`config.mk`:
```
export PLATFORM = sky130hd
export DESIGN_NAME = uart_tx_dev
export DESIGN_NICKNAME = d
export VERILOG_FILES = /design/src/rtl/uart_tx_dev.sv
export SDC_FILE = /design/constraint.sdc
export NUM_CORES = 1
export LEC_CHECK = 0
export CORE_MARGIN = 2
export CORE_UTILIZATION = 55
export DETAILED_ROUTE_END_ITERATION = 8
export GPL_ROUTABILITY_DRIVEN = 0
export PLACE_DENSITY_LB_ADDON = 0.25
export SETUP_SLACK_MARGIN = 0.05
export SYNTH_ARGS = -nofsm -noshare
export SYNTH_HDL_FRONTEND = slang
export SYNTH_SLANG_ARGS = --single-unit
```
`constraint.sdc`:
```
create_clock -name clk -period 3.4 [get_ports clk]
set_input_delay 0.68 -clock clk [delete_from_list [all_inputs] [get_ports clk]]
set_output_delay 0.68 -clock clk [all_outputs]
set_load 0.1 [all_outputs]
```
`src/rtl/uart_tx_dev.sv`:
```
// Bus-attached UART transmitter: CPU writes bytes into a FIFO, sent as 8N1 frames on txd.
// Define UART_TX_PARITY_EN to add an even-parity bit, enabled at run time by CTRL[1].
module uart_tx_dev #(
  parameter int          FIFO_DEPTH  = 8,
  parameter int          FIFO_AW     = 3,
  parameter logic [15:0] DEFAULT_DIV = 16'd434
) (
  input  logic        clk,
  input  logic        reset,
  input  logic [29:0] Addr,
  input  logic        WE,
  input  logic [31:0] Din,
  output logic [31:0] Dout,
  output logic        IRQ,
  output logic        txd
);

  typedef enum logic [2:0] {
    IDLE,
    START,
    DATA,
`ifdef UART_TX_PARITY_EN
    PARITY,
`endif
    STOP
  } state_t;

  state_t             state;
  logic [2:0]         bit_cnt;
  logic [15:0]        baud_cnt;
  logic [15:0]        frame_div;
  logic [7:0]         shift;
  logic [15:0]        div_reg;
  logic               irq_en;
  logic               ovf;
  logic [7:0]         mem [FIFO_DEPTH];
  logic [FIFO_AW-1:0] wr_ptr;
  logic [FIFO_AW-1:0] rd_ptr;
  logic [FIFO_AW:0]   count;
`ifdef UART_TX_PARITY_EN
  logic               par_en;
  logic               par_frame;
  logic               par_bit;
`endif

  logic [1:0] sel;
  logic       wr_data, wr_status, wr_div, wr_ctrl;
  logic       empty, full, pop, push_ok, busy, baud_done;
  logic       unused_ok;

  assign sel       = Addr[1:0];
  assign wr_data   = WE && (sel == 2'd0);
  assign wr_status = WE && (sel == 2'd1);
  assign wr_div    = WE && (sel == 2'd2);
  assign wr_ctrl   = WE && (sel == 2'd3);
  assign unused_ok = ^{Addr[29:2], Din[31:16]};

  assign empty     = (count == '0);
  assign full      = (count == (FIFO_AW+1)'(FIFO_DEPTH));
  assign pop       = (state == IDLE) && !empty;
  // A full FIFO still takes the byte when the transmitter frees a slot in the same cycle.
  assign push_ok   = wr_data && (!full || pop);
  assign busy      = (state != IDLE) || !empty;
  assign baud_done = (baud_cnt == frame_div - 16'd1);

  // NOTE: the storage array has no reset; empty/count alone decide which entries are valid.
  always_ff @(posedge clk) begin
    if (push_ok) mem[wr_ptr] <= Din[7:0];
  end

  // NOTE: sequential state uses non-blocking assignments so every flop sees pre-edge values.
  always_ff @(posedge clk or posedge reset) begin
    if (reset) begin
      wr_ptr <= '0;
      rd_ptr <= '0;
      count  <= '0;
    end else begin
      if (push_ok) wr_ptr <= wr_ptr + FIFO_AW'(1);
      if (pop)     rd_ptr <= rd_ptr + FIFO_AW'(1);
      case ({push_ok, pop})
        2'b10:   count <= count + (FIFO_AW+1)'(1);
        2'b01:   count <= count - (FIFO_AW+1)'(1);
        default: count <= count;
      endcase
    end
  end

  always_ff @(posedge clk or posedge reset) begin
    if (reset) begin
      div_reg <= DEFAULT_DIV;
      irq_en  <= 1'b0;
      ovf     <= 1'b0;
`ifdef UART_TX_PARITY_EN
      par_en  <= 1'b0;
`endif
    end else begin
      if (wr_div)  div_reg <= (Din[15:0] < 16'd2) ? 16'd2 : Din[15:0];
      if (wr_ctrl) begin
        irq_en <= Din[0];
`ifdef UART_TX_PARITY_EN
        par_en <= Din[1];
`endif
      end
      if (wr_status)                ovf <= 1'b0;
      else if (wr_data && !push_ok) ovf <= 1'b1;
    end
  end

  always_ff @(posedge clk or posedge reset) begin
    if (reset) begin
      state     <= IDLE;
      bit_cnt   <= '0;
      baud_cnt  <= '0;
      frame_div <= DEFAULT_DIV;
      shift     <= '0;
      txd       <= 1'b1;
      IRQ       <= 1'b0;
`ifdef UART_TX_PARITY_EN
      par_frame <= 1'b0;
      par_bit   <= 1'b0;
`endif
    end else begin
      IRQ <= irq_en && empty && (state == IDLE);
      case (state)
        IDLE: begin
          txd <= 1'b1;
          if (!empty) begin
            shift     <= mem[rd_ptr];
            frame_div <= div_reg;
            baud_cnt  <= '0;
            bit_cnt   <= '0;
            txd       <= 1'b0;
            state     <= START;
`ifdef UART_TX_PARITY_EN
            par_frame <= par_en;
            par_bit   <= ^mem[rd_ptr];
`endif
          end
        end
        START: begin
          if (baud_done) begin
            baud_cnt <= '0;
            txd      <= shift[0];
            state    <= DATA;
          end else begin
            baud_cnt <= baud_cnt + 16'd1;
          end
        end
        DATA: begin
          if (baud_done) begin
            baud_cnt <= '0;
            if (bit_cnt == 3'd7) begin
`ifdef UART_TX_PARITY_EN
              txd   <= par_frame ? par_bit : 1'b1;
              state <= par_frame ? PARITY : STOP;
`else
              txd   <= 1'b1;
              state <= STOP;
`endif
            end else begin
              bit_cnt <= bit_cnt + 3'd1;
              shift   <= shift >> 1;
              txd     <= shift[1];
            end
          end else begin
            baud_cnt <= baud_cnt + 16'd1;
          end
        end
`ifdef UART_TX_PARITY_EN
        PARITY: begin
          if (baud_done) begin
            baud_cnt <= '0;
            txd      <= 1'b1;
            state    <= STOP;
          end else begin
            baud_cnt <= baud_cnt + 16'd1;
          end
        end
`endif
        STOP: begin
          if (baud_done) begin
            baud_cnt <= '0;
            state    <= IDLE;
          end else begin
            baud_cnt <= baud_cnt + 16'd1;
          end
        end
        default: begin
          txd   <= 1'b1;
          state <= IDLE;
        end
      endcase
    end
  end

  always_comb begin
    Dout = '0;
    case (sel)
      2'd1: begin
        Dout[0]           = busy;
        Dout[1]           = full;
        Dout[2]           = empty;
        Dout[3]           = ovf;
        Dout[FIFO_AW+8:8] = count;
      end
      2'd2: Dout[15:0] = div_reg;
      2'd3: begin
        Dout[0] = irq_en;
`ifdef UART_TX_PARITY_EN
        Dout[1] = par_en;
`endif
      end
      default: Dout = '0;
    endcase
  end

endmodule

```
==> results of run 1 <==
power groups by stage:
stage | logic (uW) | clock network (uW) | registers [uW]
2_1_floorplan | 2090 | 0 | 2390
3_3_place_gp | 2420 | 0 | 2580
3_5_place_dp | 2500 | 0 | 2600
4_1_cts | 2520 | 1900 | 2570
5_1_grt | 2790 | 1980 | 2640
6_report | 2530 | 1870 | 2570
through the flow:
| stage | std cells | hold WS (ps) | instance area (um2) | utilization (%) | power (uW) |
|---|---|---|---|---|---|
| global placement | 810 | 459.9 | 7849 | 61.94 | 4990 |
| floorplan | 628 | 437.3 | 7203 | - | 4474 |
| global route | 842 | 526.0 | 8463 | 66.79 | 7412 |
| CTS | 842 | 495.3 | 8452 | 66.70 | 6994 |
| finish | 842 | 494.0 | 8463 | 66.79 | 6971 |
| detailed placement | 810 | 469.8 | 7849 | 61.94 | 5095 |
cells in the final DEF (no fill, tap or decap), types with 17 or more instances in the layout:
cell type                         count
sky130_fd_sc_hd__inv_1               19
sky130_fd_sc_hd__nand3_1             19
sky130_fd_sc_hd__clkbuf_16           17
sky130_fd_sc_hd__mux2_2              17
sky130_fd_sc_hd__buf_4               25
sky130_fd_sc_hd__edfxtp_1            64
sky130_fd_sc_hd__dfrtp_1             64
sky130_fd_sc_hd__ha_1                19
sky130_fd_sc_hd__clkdlybuf4s50_1     20
sky130_fd_sc_hd__nand2_1             84
sky130_fd_sc_hd__nor2_1              22
metal layers:
metal / vias to the layer above / track usage, % / wire, um
met5: - / 0 / 0
met1: 2413 / 32.36 / 6706
met4: 0 / 8.283 / 247
li1: 2320 / - / -
met2: 192 / 36.95 / 7288
met3: 22 / 5.717 / 889
synth_stat cells, drive strengths merged (4+ instances only):
cell / n
dfstp: 11
xnor2: 14
nor3b: 6
dfrtp: 64
edfxtp: 64
nor2: 23
a22oi: 6
mux2i: 11
ha: 19
or3: 8
nand3: 19
buf: 25
or2: 7
nor2b: 10
o21ai: 12
o221a: 7
nand2: 84
mux2: 19
mux4: 16
clkbuf: 26
a21oi: 13
nand4: 6
and3: 4
xor2: 12
nor4: 12
o311ai: 4
nor3: 11
a31oi: 7
a22o: 6
o211ai: 5
inv: 20
and2: 10
final timing paths:
kind / to / slack [ps] / cells after the start
min: frame_div[7] / 490 / 2
min reg2reg: frame_div[7] / 490 / 2
max in group asynchronous: div_reg[8] / 1920 / 3
max: Dout[0] / 210 / 6
min in group asynchronous: shift[2] / 660 / 2
max reg2reg: bit_cnt[1] / 280 / 10
logic make-up (layout without fill, tap and decap cells):
logic type | count (synthesis) | count (layout)
AOI/OAI and AO/OA | 98 | 98
xor gates and xnor gates | 26 | 26
adders and majority gates | 20 | 20
buffers and inverters | 71 | 113
DFF | 139 | 139
muxes | 46 | 46
other | 1 | 16
and+or+nand+nor | 212 | 212
worst max-delay path, stage by stage:
cell and delay (ps):
sky130_fd_sc_hd__clkdlybuf4s50_1 530, sky130_fd_sc_hd__inv_1 100, sky130_fd_sc_hd__ha_1 410, sky130_fd_sc_hd__a222oi_1 510, sky130_fd_sc_hd__nor2_2 90, sky130_fd_sc_hd__buf_12 180
timing repair:
item | CTS | global route
buffers inserted | 0 | 0
hold endpoints to repair | 0 | 0
resized for setup | 0 | 2
endpoints found under the setup margin | 0 | 9
final cells by class:
cell class | instances | area [um2]
tap | 172 | 215.2
clock inverter | 15 | 177.7
sequential | 139 | 3812
inverter | 20 | 75.07
multi-input combinational | 418 | 3049
clock buffer | 17 | 425.4
timing repair buffer | 61 | 708.2
fill | 935 | 4208
==> results.txt, run 1 <==
- Post-CTS Hold Fix Bufs: 0
* Outcome: complete, no violations
- Worst VDD drop: 0.4550 mV
* Global router's overall resource usage: 23.59%
- Number of inserted diodes: 0
- Headroom to the max-slew limit came out at 53.37%.
* Dpl hpwl: 10.67 mm
- For the worst-skew pair, the clock arrives at the later sink with an insertion delay of 430 ps.
- Number of max-cap violations: 0
* Clock tree from TritonCTS: done
* Clk pin slew, worst setup/hold paths: 60 ps
- Highest Clock Rate: 0.3138 GHz
* Num CTS Buffers: 17
* Longest Clk Path Bufs: 2
* PnR worst setup slack: 213.7 ps
- For this run, the post-layout net count is 742.
- Basic-gate share of the synthesized area counting and, or, nand and nor cells: 14.75%
- Worst setup path startpoint: Addr[0]
* Detailed Route WL: 15.13 mm
- Entering global routing, the biggest net connects 31 pins.
* Number of antenna violations at the first check in global routing: 0
- Port buffering added 38 buffers.
- Sequential group share of total power: 36.9%
- CTS built an H-tree with a depth of 4.
- The clock arrives with 10.21 ps of skew.
- Top cell type by total area after synthesis: sky130_fd_sc_hd__edfxtp_1
- At the worst endpoint, the required time is 2720 ps.
- In the final routed layout, each cell accounts on average for 17.97 um.
- Leakage power: 0.003316 uW
* Combinational power share: 36.3%
* Effective utilization at floorplan: 56.38%
* Syn avg cell area: 11.65 um2
- Capturing element type of the critical path: output pin
- The floorplan step defined a core boundary enclosing 0.01267 mm2.
- Row Count: 41
- Post-synthesis async set-or-reset flop share: 53.96%
- From synthesis to final layout, the design area changed by 18.46%.
- Overall die area: 0.01392 mm2
- Area of the mapped netlist: 0.007144 mm2
- The detailed router placed 4947 vias in this run.
- Worst flop-to-flop path startpoint: frame_div[1]
- Yosys mapped a number of flops with a built-in enable equal to 64.
- Along the worst path, the maximum fanout reaches 18.
- Path type of the worst min-delay path: flip-flop to flip-flop
- Routed vias/inst: 5.875
- In the synthesized netlist the dominant register cell turns out to be sky130_fd_sc_hd__edfxtp_1.
- Sw Share: 37.96%
- Setup repair after global routing left no endpoint under its margin.
- For this block, the initial DRC count from the detailed router was 496.
- I/O pin total: 99
- Count of unresolved DRC violations after routing: 0
- Largest family of logic cells by synthesized area: simple AND/OR/NAND/NOR gates
- The worst hold path begins at div_reg[7].
- Number of synthesized register bits: 139
- Number of instances in the synthesized netlist: 613
* Congestion Overflow GR: 0
- Number of hold-slack violations in the final timing report: 0
- Sequential cells were found to cover 53.36% of the synthesized design area.
* Share of synthesized area spent on multiplexers: 9.685%
- Post-synth cell types: 70
* Fraction of the mapped netlist area in compound gates: 10.42%
- Clock tree synthesis found a total of 139 sinks.
- From bottom edge to top edge, the die measures 118.0 um.
- Final min period: 3186 ps
- Transition time at the pin with the least slew margin: 699.4 ps
- Total number of yosys warnings: 0
- The first global-routing pass estimated 25.59 mm of wire.
- Worst setup path category: input pin to output pin
- The number of global-route vias before repair was 4958.
- The floorplan step set the die width to 118.0 um.
- The synthesized netlist devotes 3.187% of its cell area to XOR and XNOR gates.
- Arrival time of data at the critical path endpoint: 2510 ps
* Residual antenna-violating net count after detailed routing: 0
* First-pass iteration count of the detailed router: 5
- Cells with a size suffix above 1 make up 21.64% of the layout.
- In the post-synthesis netlist, the biggest area contributors are sky130_fd_sc_hd__edfxtp_1 (27%), sky130_fd_sc_hd__dfrtp_1 (22%), sky130_fd_sc_hd__mux4_2 (5.0%).
- Adder-cell share of the synthesized area: 3.608%
- Startpoint types: input pin
- More flip-flops sit in one register than any other, and that register is mem.
* Pre-CTS worst setup slack: 229.3 ps
- Final critical-path share of the clock period: 93.72%
* Final setup violation count: 0
- Share of power burned in the clock network: 26.8%
* Clk Tree Root Cell: sky130_fd_sc_hd__clkbuf_16
* Power per Cell Area: 823.7 mW/mm2
* Top-area cell type share of the netlist area: 26.90%
- Internal cell power: 4325 uW
- Number of pins exceeding their max-slew limit in the final report: 0
- For the final routed database, the setup TNS stands at 0 ps.
- In this run the power spent charging and discharging nets is 2646 uW.
* Largest register FFs: 64
(Power assumes the default switching activity.)
==> inputs of run 2 (changes only) <==
--- a/config.mk
+++ b/config.mk
@@ -5,8 +5,11 @@
 export SDC_FILE = /design/constraint.sdc
 export NUM_CORES = 1
 export LEC_CHECK = 0
+export ABC_AREA = 1
+export CELL_PAD_IN_SITES_DETAIL_PLACEMENT = 1
+export CELL_PAD_IN_SITES_GLOBAL_PLACEMENT = 1
 export CORE_MARGIN = 2
-export CORE_UTILIZATION = 55
+export CORE_UTILIZATION = 42
 export DETAILED_ROUTE_END_ITERATION = 8
 export GPL_ROUTABILITY_DRIVEN = 0
 export PLACE_DENSITY_LB_ADDON = 0.25
==> run 2 against run 1 <==
Against the previous run:
- critical endpoint unchanged
- flip-flop and latch count is the same
- clock power down 5%
- combinational power is 28% higher
- power grew 7.1%
- fmax increased by 6.9%
- largest power group is now combinational cells
- critical path type is now flip-flop to output pin
- final cell count grew 33%
- first-iteration DRC count down 31%
- count of clock-buffer cells in the layout up 1
- non-clock buffer count decreased by 3
==> results.txt, run 2 <==
- For this run, design rule violations remaining after detail routing come to 0.
- After clock tree synthesis, the clock-pin slew on the worst setup and hold paths is 60 ps.
- Worst flop-to-flop path startpoint: frame_div[0]
* Top library cells by usage in the layout, fill and taps aside: sky130_fd_sc_hd__nand2_1 (236), sky130_fd_sc_hd__nor2_1 (81), sky130_fd_sc_hd__inv_1 (80)
* Fraction of the mapped netlist area in compound gates: 8.636%
- By area, the combinational part of the netlist is dominated by simple AND/OR/NAND/NOR gates.
* Final min period: 2982 ps
* Global router's overall resource usage: 22.21%
* Synthesized-area fraction occupied by xor and xnor cells: 3.861%
- Data on the critical path is required at its endpoint by 2720 ps.
* Number of max-cap violations: 0
* Number of inserted diodes: 0
- The worst setup path is of the flip-flop to output pin kind.
- Of the total synthesized cell area, the portion taken by full adders, half adders and majority gates is 3.551%.
* Number of pins exceeding their max-slew limit in the final report: 0
- Following the worst setup path forward leads to its endpoint at Dout[0].
- The top cell type by area accounts for 26.48% of the synthesized area.
* Share of synthesized area spent on multiplexers: 0%
- I/O pin total: 99
* Routed WL per cell: 17.19 um
- After Yosys synthesis, and, or, nand and nor cells account for 23.70% of the synthesized area.
* Capturing element type of the critical path: output pin
- The post-route netlist has 12.83% of its cells at a drive strength greater than 1.
* Y dimension of the die: 135.5 um
- Num CTS Buffers: 17
- The synthesized netlist occupies a cell area of 0.007258 mm2.
* Critical Path, Cell by Cell: inv_1 > ha_1 > inv_1 > nor2_1 > inv_1 > nand2_1 > a31oi_2 > buf_12
- Yosys mapped the design onto 38 distinct sky130hd cell types.
- Total placed cells including tap cells: 1089
* Final setup violation count: 0
- The first global-routing pass estimated 31.34 mm of wire.
- Placeable core region: 0.01712 mm2
* Leading register cell type out of synthesis: sky130_fd_sc_hd__edfxtp_1
* Outcome: complete, no violations
* Final hold slack: 486.1 ps
- Total number of yosys warnings: 0
* Cell types with the highest counts after synthesis: sky130_fd_sc_hd__nand2_1 (236), sky130_fd_sc_hd__inv_1 (81), sky130_fd_sc_hd__nor2_1 (81)
- In this run, the number of DRC markers left after iteration 0 of detailed routing was 344.
- The endpoint identified for the worst register-to-register timing path is baud_cnt[14].
- Worst reg2reg setup slack: 770 ps
- Number of synthesized register bits: 139
- For this configuration, the core starts out at a cell density of 42.40%.
- TNS Setup: 0 ps
- Longest Clk Path Bufs: 2
- Post-CTS Hold Fix Bufs: 0
- Routed vias/inst: 5.210
- The worst setup path is launched from a flip-flop.
* Clock sink total: 139
- For this block, the routed nets add up to 19.27 mm of wire.
- Later-pin clock latency in the skew report: 430 ps
* Post-synthesis async set-or-reset flop share: 53.96%
* Residual antenna-violating net count after detailed routing: 0
- The number of antenna violations at the first check in global routing came to 0.
- Maximum single-stage delay on the critical path: 410 ps
* Critical-path maximum fanout: 5
* Worst slew margin relative to its limit: 34.04%
- Gates resized during post-CTS repair numbered 0.
* Most Frequent Cell on Critical Path: sky130_fd_sc_hd__inv_1
- Setup repair after global routing missed its margin: false
- Post-CTS timing repair inserted 0 buffers for setup.
- Fin cells: 1121
- The slowest stage of the critical path belongs to the cell sky130_fd_sc_hd__dfrtp_1.
* Clock H-tree levels: 4
- Synthesis handed over a netlist of 834 instances.
- Dividing the synthesized area by the synthesized cell count gives 8.703 um2.
- The final layout contains 968 nets.
- Compared with the post-synthesis result, the final layout area differs by 19.12%.
* Row Count: 48
- Yosys mapped a number of flops with a built-in enable equal to 64.
* Highest Clock Rate: 0.3354 GHz
* Path type of the worst min-delay path: flip-flop to flip-flop
- Power per Cell Area: 863.8 mW/mm2
* Pin count of the biggest net entering global routing: 46
- The number of global-route vias before repair was 6229.
- By instance count, the leading cell after synthesis is sky130_fd_sc_hd__nand2_1.
- Post-synthesis sequential area ratio: 52.53%
- Depth of the worst register-to-register path: 13
* Leakage power: 0.003864 uW
- For the worst setup path, the data arrival time is 2300 ps.
- Max Clock Skew: 15.19 ps
* Dpl hpwl: 13.83 mm
- Worst setup path startpoint: state[0]
* Final critical-path share of the clock period: 87.70%
* Largest register FFs: 64
- Summing over every cut layer, the via total after detailed routing is 5840.
- Clk Tree Root Cell: sky130_fd_sc_hd__clkbuf_16
- Worst VDD drop: 0.4353 mV
- Ranked by flip-flop count, first place goes to mem.
* Clock tree from TritonCTS: done
* Overall die area: 0.01835 mm2
- Transition time at the pin with the least slew margin: 988.4 ps
- The largest total area in the synthesized netlist belongs to sky130_fd_sc_hd__edfxtp_1.
* Cell types with the largest area share after synthesis: sky130_fd_sc_hd__edfxtp_1 (26%), sky130_fd_sc_hd__dfrtp_1 (22%), sky130_fd_sc_hd__nand2_1 (12%)
* Number of hold-slack violations in the final timing report: 0
* Congestion Overflow GR: 0
- Die width: 135.5 um
- The first detailed-routing pass took 5 iterations.
- Port bufs: 38
- Leaving out fill and tap cells, the most frequent cell in the layout is sky130_fd_sc_hd__nand2_1.
-- run 2: area by class of cell --
class	count	area, um2
multi-input cells	584	2978
fillers	1980	8471
well taps	225	281.5
repair buffers	58	700.7
inverters	83	315.3
clock buffers	18	429.2
flip-flops and latches	139	3812
clock inverters	14	128.9
-- run 2: worst min-delay path by stage --
stage,start,to,slack (ps),depth (start not counted)
6_report,bit_cnt[2],bit_cnt[2],490,2
2_1_floorplan,shift[1],shift[1],440,2
3_3_place_gp,shift[2],shift[2],460,2
3_5_place_dp,shift[2],shift[2],470,2
5_1_grt,div_reg[4],div_reg[4],500,2
4_1_cts,shift[2],shift[2],480,2
-- run 2: logic make-up after synthesis --
| kind of cell | after synthesis |
|---|---|
| compound gates | 113 |
| xor+xnor | 32 |
| fa+ha+maj | 20 |
| buf+inv | 126 |
| flops | 139 |
| other cells | 1 |
| simple gates | 403 |
-- run 2: through the flow --
stage / power [uW] / utilization [%] / setup WS [ps] / cell area, um2
after floorplan: 4801 / - / 309.4 / 7347
after global placement: 5483 / 47.25 / 472.3 / 8088
after detailed placement: 5690 / 47.25 / 367.2 / 8088
after CTS: 7518 / 50.51 / 384.1 / 8646
after global routing: 8002 / 50.51 / 290.3 / 8646
final: 7468 / 50.51 / 418.2 / 8646
-- run 2: where the power goes --
group | switching (uW) | internal [uW]
sequential | 333 | 2120
clock | 812 | 968
combinational | 2190 | 1040
-- run 2: routing by layer --
metal	vias to the layer above	global-route usage, %	routed length [um]
met5	-	0	0
met4	0	6.829	259
met3	24	4.040	581
met2	104	37.68	9643
met1	2908	29.11	8786
li1	2804	-	-
-- run 2: worst max-delay path, delay by kind of cell, from the launching register on --
| family | cells | cell delay [ps] |
|---|---|---|
| adders and majority gates | 1 | 250 |
| and+or+nand+nor | 2 | 210 |
| buffers and inverters | 4 | 800 |
| AOI/OAI and AO/OA | 1 | 210 |
| DFF | 1 | 410 |
